[config.mk]
export PLATFORM = sky130hd
export DESIGN_NAME = adder_share_arbiter
export DESIGN_NICKNAME = d
export VERILOG_FILES = /design/src/rtl/adder_arb_pkg.sv /design/src/rtl/adderPlus.sv /design/src/rtl/adder_share_arbiter.sv
export SDC_FILE = /design/constraint.sdc
export NUM_CORES = 1
export LEC_CHECK = 0
export CORE_MARGIN = 10
export CORE_UTILIZATION = 44
export CTS_CLUSTER_SIZE = 12
export DETAILED_ROUTE_END_ITERATION = 10
export PLACE_DENSITY_LB_ADDON = 0.3
export SLEW_MARGIN = 0
export SYNTH_ARGS = -nofsm -noshare
export SYNTH_HDL_FRONTEND = slang
export SYNTH_HIERARCHICAL = 1
export SYNTH_SLANG_ARGS = --single-unit
[constraint.sdc]
create_clock -name clk -period 10.2 [get_ports clk]
set_input_delay 2.04 -clock clk [delete_from_list [all_inputs] [get_ports clk]]
set_output_delay 2.04 -clock clk [all_outputs]
set_load 0.02 [all_outputs]
[src/rtl/adder_arb_pkg.sv]
// Shared types and defaults for the adder-sharing arbiter.
package adder_arb_pkg;

  localparam int DEF_NUM_REQ = 4;
  localparam int DEF_WIDTH   = 32;
  localparam int DEF_ID_W    = $clog2(DEF_NUM_REQ);

  typedef enum logic {
    IDLE = 1'b0,
    HOLD = 1'b1
  } state_t;

  // Requester index width; never collapses to zero bits.
  function automatic int id_width(input int n);
    return (n > 1) ? $clog2(n) : 1;
  endfunction

endpackage

[src/rtl/adderPlus.sv]
// Combinational WIDTH-bit adder with carry-out.
module adderPlus #(
  parameter int WIDTH = 32
) (
  input  logic [WIDTH-1:0] inputA,
  input  logic [WIDTH-1:0] inputB,
  output logic [WIDTH-1:0] Sum,
  output logic             Carry
);

  assign {Carry, Sum} = {1'b0, inputA} + {1'b0, inputB};

endmodule

[src/rtl/adder_share_arbiter.sv]
// Round-robin arbiter sharing one adder among NUM_REQ requesters, one-deep result register.
// Optional macro ADDER_ARB_SAT_EN: saturate the sum to all ones on carry-out.
module adder_share_arbiter
  import adder_arb_pkg::*;
#(
  parameter int NUM_REQ = DEF_NUM_REQ,
  parameter int WIDTH   = DEF_WIDTH,
  localparam int IDW    = id_width(NUM_REQ)
) (
  input  logic                     clk,
  input  logic                     rst_n,
  input  logic [NUM_REQ-1:0]       req_valid,
  output logic [NUM_REQ-1:0]       req_ready,
  input  logic [NUM_REQ*WIDTH-1:0] req_a,
  input  logic [NUM_REQ*WIDTH-1:0] req_b,
  output logic                     rsp_valid,
  input  logic                     rsp_ready,
  output logic [IDW-1:0]           rsp_id,
  output logic [WIDTH-1:0]         rsp_sum,
  output logic                     rsp_carry
);

  state_t           state;
  logic [IDW-1:0]   rr_ptr;
  logic [IDW-1:0]   gnt_idx;
  logic             gnt_found;
  logic             accept;
  logic [WIDTH-1:0] a_sel, b_sel, add_sum, sum_nxt;
  logic             add_carry;

  // Search starts one past the last winner so every requester gets its turn.
  always_comb begin
    gnt_found = 1'b0;
    gnt_idx   = '0;
    for (int k = 1; k <= NUM_REQ; k++) begin
      if (!gnt_found && req_valid[(int'(rr_ptr) + k) % NUM_REQ]) begin
        gnt_found = 1'b1;
        gnt_idx   = IDW'((int'(rr_ptr) + k) % NUM_REQ);
      end
    end
  end

  assign accept = gnt_found && ((state == IDLE) || rsp_ready);

  always_comb begin
    req_ready = '0;
    if (accept && rst_n) req_ready[gnt_idx] = 1'b1;
  end

  always_comb begin
    a_sel = '0;
    b_sel = '0;
    for (int i = 0; i < NUM_REQ; i++) begin
      if (IDW'(i) == gnt_idx) begin
        a_sel = req_a[i*WIDTH +: WIDTH];
        b_sel = req_b[i*WIDTH +: WIDTH];
      end
    end
  end

  adderPlus #(.WIDTH(WIDTH)) u_add (
    .inputA (a_sel),
    .inputB (b_sel),
    .Sum    (add_sum),
    .Carry  (add_carry)
  );

`ifdef ADDER_ARB_SAT_EN
  assign sum_nxt = add_carry ? {WIDTH{1'b1}} : add_sum;
`else
  assign sum_nxt = add_sum;
`endif

  // Result register doubles as the FSM; a new accept overwrites the held result as it drains.
  always_ff @(posedge clk or negedge rst_n) begin
    if (!rst_n) begin
      state     <= IDLE;
      rsp_valid <= 1'b0;
      rsp_sum   <= '0;
      rsp_carry <= 1'b0;
      rsp_id    <= '0;
      rr_ptr    <= IDW'(NUM_REQ - 1);
    end else begin
      case (state)
        IDLE: begin
          if (accept) begin
            state     <= HOLD;
            rsp_valid <= 1'b1;
            rsp_sum   <= sum_nxt;
            rsp_carry <= add_carry;
            rsp_id    <= gnt_idx;
            rr_ptr    <= gnt_idx;
          end
        end
        HOLD: begin
          if (accept) begin
            rsp_sum   <= sum_nxt;
            rsp_carry <= add_carry;
            rsp_id    <= gnt_idx;
            rr_ptr    <= gnt_idx;
          end else if (rsp_ready) begin
            state     <= IDLE;
            rsp_valid <= 1'b0;
          end
        end
        default: begin
          state     <= IDLE;
          rsp_valid <= 1'b0;
        end
      endcase
    end
  end

endmodule

==> metrics.csv, run 1 <==
metric,value,unit
CTS HTree Levels,2,
Leak,3.79,nW
first-pass GRT wire length,31500,um
crit start category,primary input,
most used flip-flop cell after synthesis,dfrtp_1,
routability congestion estimate,0.929,
CTS tree,built,
clk_skew,10.1,ps
clk root buf,clkbuf_16,
DP Area,8460,sq um
CTS buffer count,5,
Vias/cell,5.45,
clock latency on the worst-skew pair,280,ps
HPWL Detailed,17100,um
"Net Count, Synth",848,
Final Instance Area,8590,sq um
Top Ports,303,
# resized after CTS,0,
total power,2.27,mW
CP dominant cell by count,clkdlybuf4s50_1,
fin util,70.7,%
Initial DRT Pass Iterations,5,
FP Rows,40,
hold crit path type,reg -> reg,
Buffers on Ports,302,
Critical Path AT,4910,ps
antenna cells,0,
die area,17500,sq um
DRT Wirelength,20200,um
fin crit period,6950,ps
Setup Total Neg Slack,0,ps
placed insts,994,
Async SR Flop Fraction,100,%
Routed WL per cell,20.1,um
final count of negative-setup-slack endpoints,0,
Critical Path RT,8160,ps
"FF+latch count, synth",39,
largest area contributor in the netlist,mux2i_1,
worst r2r path cells,15,
layout cell share with drive strength beyond 1,7.19,%
Setup WS post-layout,3250,ps
peak supply drop,0.148,mV
most frequent cell after synthesis,mux2i_1,
pin count of the biggest net entering global routing,67,
yosys warns,6,
crit path cell chain,clkdlybuf4s50_1 -> nand3b_1 -> a31oi_4 -> buf_4 -> nand3_1 -> nor2b_1 -> clkdlybuf4s50_1,
area delta synth->final,54.9,%
fmax,144,MHz
synth cell count leaders,"193 x mux2i_1, 37 x dfrtp_1, 35 x a21oi_1",
Initial Util,45.6,%
Clock Path Buffers,2,
Maximum Capacitance Violations,0,
PD cells,264,nW/um^2
Rel. slew slack,28.8,%
Die H,132,um
WHS,493,ps
fillers,964,
syn_area_per_cell,10.1,sq um
Final Max Slew Viols,0,
top-area cell type share of the netlist area,34.8,%
Crit Path Max Fanout,60,
Synth Cell Area,5550,sq um
WS Path Type,in -> out,
Post-Place Worst Slack,3070,ps
critical path's largest stage delay,760,ps
"top cells by area, synth","mux2i_1 35%, dfrtp_1 17%, ha_1 7.2%, mux2_2 4.5%, a21oi_1 3.2%",
hold depth,1,
post-CTS setup buffers,0,
crit end category,output port,
post-synthesis cell count,552,
sequential fraction of the synthesis area,17.6,%
DR vias,5462,
final-stage net count,1129,
number of synthesized flops with an enable pin,0,
grt ovf,0,
gr usage total,21.8,%
final cell count without fillers,1002,
initial antenna violation count,0,
RSZ-0062 raised after global routing,false,
"Slowest-stage cell, CP",buf_4,
count of cell types in the netlist,51,
Core Footprint,12200,sq um
Iteration-0 DRC Markers,263,
vias in the first global route,5818,
endpoints failing hold,0,
# hold bufs at CTS,0,
Slew @ Worst Pin,1070,ps
CTS Sinks,39,
die width,132,um
period utilization,68.1,%
run status,"finished, final reports clean",
DR DRC count,0,
clk slew on worst S/H paths,50,ps
Post-DRT Antenna Nets,0,
[sequential cells by signal (all words and copies together) (netlist names)]
register,count
rsp_sum,32
rsp_id,2
rsp_carry,1
state,1
rr_ptr,2
rsp_valid,1
[report_power, final]
part | switching (mW) | internal, mW | leakage, nW
Sequential | 0.0455 | 0.241 | 0.451
Clock | 0.0623 | 0.0912 | 0.0652
Combinational | 0.937 | 0.893 | 3.27
Total | 1.04 | 1.23 | 3.79
[cells by family after synthesis]
family                   Yosys count  synth area share (%)
AO/OA/AOI/OAI                     97                  11.9
XOR/XNOR                          29                  4.58
adder cells (fa/ha/maj)           33                  7.58
buffers and inverters             42                  7.76
flip-flops                        39                  17.6
multiplexers                     230                  43.0
AND/OR/NAND/NOR                   82                  7.51
[routing by layer]
metal / vias up / global-route usage [%] / part of all wire, %
li1: 2625 / - / -
met1: 2547 / 25.3 / 40
met2: 272 / 38.8 / 50
met3: 18 / 6.25 / 8.1
met4: 0 / 4.03 / 1.5
met5: - / 0 / 0
[critical path, delay by kind of cell]
| family | cells | cell delay [ps] |
|---|---|---|
| buffers and inverters | 3 | 1980 |
| AND/OR/NAND/NOR | 3 | 500 |
| AO/OA/AOI/OAI | 1 | 360 |
[placed cells by master, fill, tap and decap left out, types with 6 or more instances in the layout]
master	n
nand3_1	7
clkdlybuf4s50_1	301
o21ai_1	7
a21o_1	9
nor2_1	19
inv_1	8
xnor2_1	18
ha_1	32
a21oi_1	34
mux2i_1	193
mux2_2	22
nand2_1	22
buf_4	6
dfrtp_1	37
xor2_1	11
nand4_1	8
o21ai_0	14
mux2_4	10
[final timing paths]
path | start | endpoint | slack (ps)
worst max register to register | rr_ptr[1] | rsp_carry | 5160
worst max-delay path | req_valid[3] | req_ready[3] | 3250
worst min register to register | rsp_sum[0] | rsp_sum[0] | 490
max in group asynchronous | rst_n | rsp_sum[1] | 7960
min in group asynchronous | rst_n | rsp_id[1] | 1830
worst min-delay path | rsp_sum[0] | rsp_sum[0] | 490
[cell type report]
class,instances,area (sq um),area share [%]
Timing Repair Buffer,308,3060,35.6
Sequential cell,39,978,11.4
Multi-Input combinational cell,471,4180,48.6
Tap cell,168,210,2.45
Clock buffer,8,136,1.59
Inverter,8,30.0,0.349
(Power assumes the default switching activity.)
==> inputs of run 2 (changes only) <==
CORE_UTILIZATION = 37   (was 44)
clock period = 6.22 ns   (was 10.2 ns; I/O delays follow)
==> run 2 against run 1 <==
Die area increased by 16%. Sequential power increased by 64%. Clock skew increased by 1.3 ps. Total power increased by 68%. Clock power increased by 100%. Via count decreased by 1.8%. Sequential cell count unchanged. Global-route usage decreased by 3.0 points. Clock-buffer cell count decreased by 2. Critical path type is now in -> reg. Largest cell class unchanged. Largest power group unchanged. Highest routed layer unchanged.
==> metrics.csv, run 2 (synthesis gave the netlist of run 1 again) <==
metric,value,unit,change
CTS buffer count,5,,unchanged
crit start category,primary input,,
Core Footprint,14600,sq um,+20%
layout cell share with drive strength beyond 1,8.21,%,+1.0 points
share of power burned in combinational logic,79.7,%,-0.9 points
HPWL Detailed,17200,um,+0.34%
fin crit period,5490,ps,
Post-Place Worst Slack,478,ps,-2590 ps
WS Path Type,in -> reg,,
Critical Path RT,6380,ps,-1780 ps
die area,20300,sq um,+16%
Setup Total Neg Slack,0,ps,unchanged
Top Ports,303,,unchanged
Initial Util,38.0,%,-7.6 points
endpoints failing hold,0,,unchanged
Iteration-0 DRC Markers,221,,-16%
internal power,2.08,mW,+70%
Critical Path AT,5660,ps,+750 ps
Maximum Capacitance Violations,0,,unchanged
run status,"finished, final reports clean",,
max reg flops,32,,unchanged
worst reg2reg setup slack,1740,ps,-3420 ps
Routed WL per cell,19.8,um,-1.6%
FP Rows,44,,+10%
Setup WS post-layout,725,ps,-2530 ps
"Slowest-stage cell, CP",clkdlybuf4s50_1,,
crit path cell chain,clkdlybuf4s50_1 -> nand3b_1 -> a31oi_4 -> buf_12 -> mux2i_1 -> mux2i_1 -> ha_1 -> a21o_1 -> a31o_2 -> nor2_1 -> o211ai_1 -> a221oi_2 -> o41ai_1 -> xor2_1 -> mux2_1,,
post-CTS setup buffers,0,,unchanged
"commonest cells after routing, fill and taps aside","301 x clkdlybuf4s50_1, 193 x mux2i_1, 37 x dfrtp_1, 34 x a21oi_1, 32 x ha_1",,
Largest regs,"rsp_sum (32), rr_ptr (2), rsp_id (2)",,
clock latency on the worst-skew pair,290,ps,about the same
"most common cell after layout, fill and taps aside",clkdlybuf4s50_1,,
# resized after CTS,0,,unchanged
Leak,3.85,nW,+1.6%
final cell count without fillers,1024,,+2.2%
CP dominant cell by count,mux2i_1,,
Clock power frac,8.0,%,+1.2 points
Rel. slew slack,60.1,%,+31 points
clk root buf,clkbuf_16,,
Final Max Slew Viols,0,,unchanged
period utilization,88.3,%,
area delta synth->final,57.2,%,
sum of buffers and inverters on the critical path,2,,-1
CTS tree,built,,
Buffers on Ports,302,,unchanged
DR DRC count,0,,unchanged
peak supply drop,0.269,mV,+82%
clk_skew,11.3,ps,+1.27 ps
gr usage total,18.8,%,-3.0 points
DP Area,8550,sq um,+1.1%
critical path's largest stage delay,610,ps,-150 ps
final-stage net count,1135,,+0.53%
Post-DRT Antenna Nets,0,,unchanged
Sw Ratio,45.7,%,-0.37 points
final count of negative-setup-slack endpoints,0,,unchanged
pin count of the biggest net entering global routing,52,,-22%
Crit Path Max Fanout,45,,-25%
PD cells,438,nW/um^2,+66%
DR vias,5366,,-1.8%
first-pass GRT wire length,31400,um,-0.50%
"Most flops, register",rsp_sum,,
cell family with most CP delay,compound AO/OA/AOI/OAI gates,,
fmax,182,MHz,
Clock Path Buffers,2,,unchanged
initial antenna violation count,0,,unchanged
Reg power frac,12.3,%,-0.3 points
Vias/cell,5.24,,-3.9%
Net Sw Power,1.74,mW,+67%
Initial DRT Pass Iterations,4,,-1
routability congestion estimate,0.849,,-8.6%
# hold bufs at CTS,0,,unchanged
grt ovf,0,,unchanged
Die H,142,um,+7.7%
DRT Wirelength,20300,um,+0.60%
Final Instance Area,8720,sq um,+1.5%
crit end category,flop,,
placed insts,1016,,+2.2%
antenna cells,0,,unchanged
hold crit path type,reg -> reg,,
CTS HTree Levels,2,,unchanged
clk slew on worst S/H paths,70,ps,+20 ps
CTS Sinks,39,,unchanged
RSZ-0062 raised after global routing,false,,
Slew @ Worst Pin,599,ps,-469 ps
die width,142,um,+7.7%
vias in the first global route,5894,,+1.3%
[run 2: changes by cell type in the layout (fill, tap and decap cells not counted), sizes merged]
cell,delta
buf,+6
clkbuf,-2
clkinv,+1
bufinv,+1
[run 2: power by group through the flow]
stage	Sequential, mW	Clock (mW)	Combinational (mW)
after floorplan	0.607	0	2.11
after global placement	0.467	0	2.99
after detailed placement	0.472	0	3.02
after CTS	0.471	0.316	3.04
after global routing	0.486	0.326	3.31
final	0.469	0.306	3.05
[run 2: area by class of cell]
class	count	area, sq um
fill	1276	5870
multi-input combinational	471	4180
timing repair buffer	314	3130
sequential	39	978
tap	184	230
clock buffer	6	139
clock inverter	2	35.0
inverter	8	30.0
[run 2: path summary, 6_finish.rpt]
path / from / end / depth (start not counted)
min in group asynchronous: rst_n / rsp_sum[22] / 2
setup / recovery: req_valid[3] / rsp_sum[29] / 15
setup reg to reg: rr_ptr[1] / rsp_sum[29] / 14
max in group asynchronous: rst_n / rsp_sum[10] / 2
hold / removal: rsp_sum[28] / rsp_sum[28] / 1
hold reg to reg: rsp_sum[28] / rsp_sum[28] / 1
[run 2: per-stage QoR]
step                hold slack, ps  util [%]  power, mW
finish                         495      59.8       3.82
global route                   515      59.8       4.13
CTS                            500      59.8       3.83
detailed placement             475      58.6       3.49
global placement               467      58.6       3.45
floorplan                      528         -       2.71
[run 2: worst register-to-register path, stage by stage, from the launching register on]
cell and delay (ps):
dfstp_2 590, nand3b_1 140, a31oi_4 540, buf_12 360, mux2i_1 270, mux2i_1 100
ha_1 360, a21o_1 230, a31o_2 260, nor2_1 280, o211ai_1 220, a221oi_2 430
o41ai_1 140, xor2_1 150, mux2_1 300
[run 2: per-layer routing]
layer  share of wire, %  wire [um]  global-route usage [%]
met3                8.5       1730                    6.48
met1                 40       8060                    20.6
met2                 51      10400                    34.7
met5                  0          0                       0
met4               0.74        151                    2.61
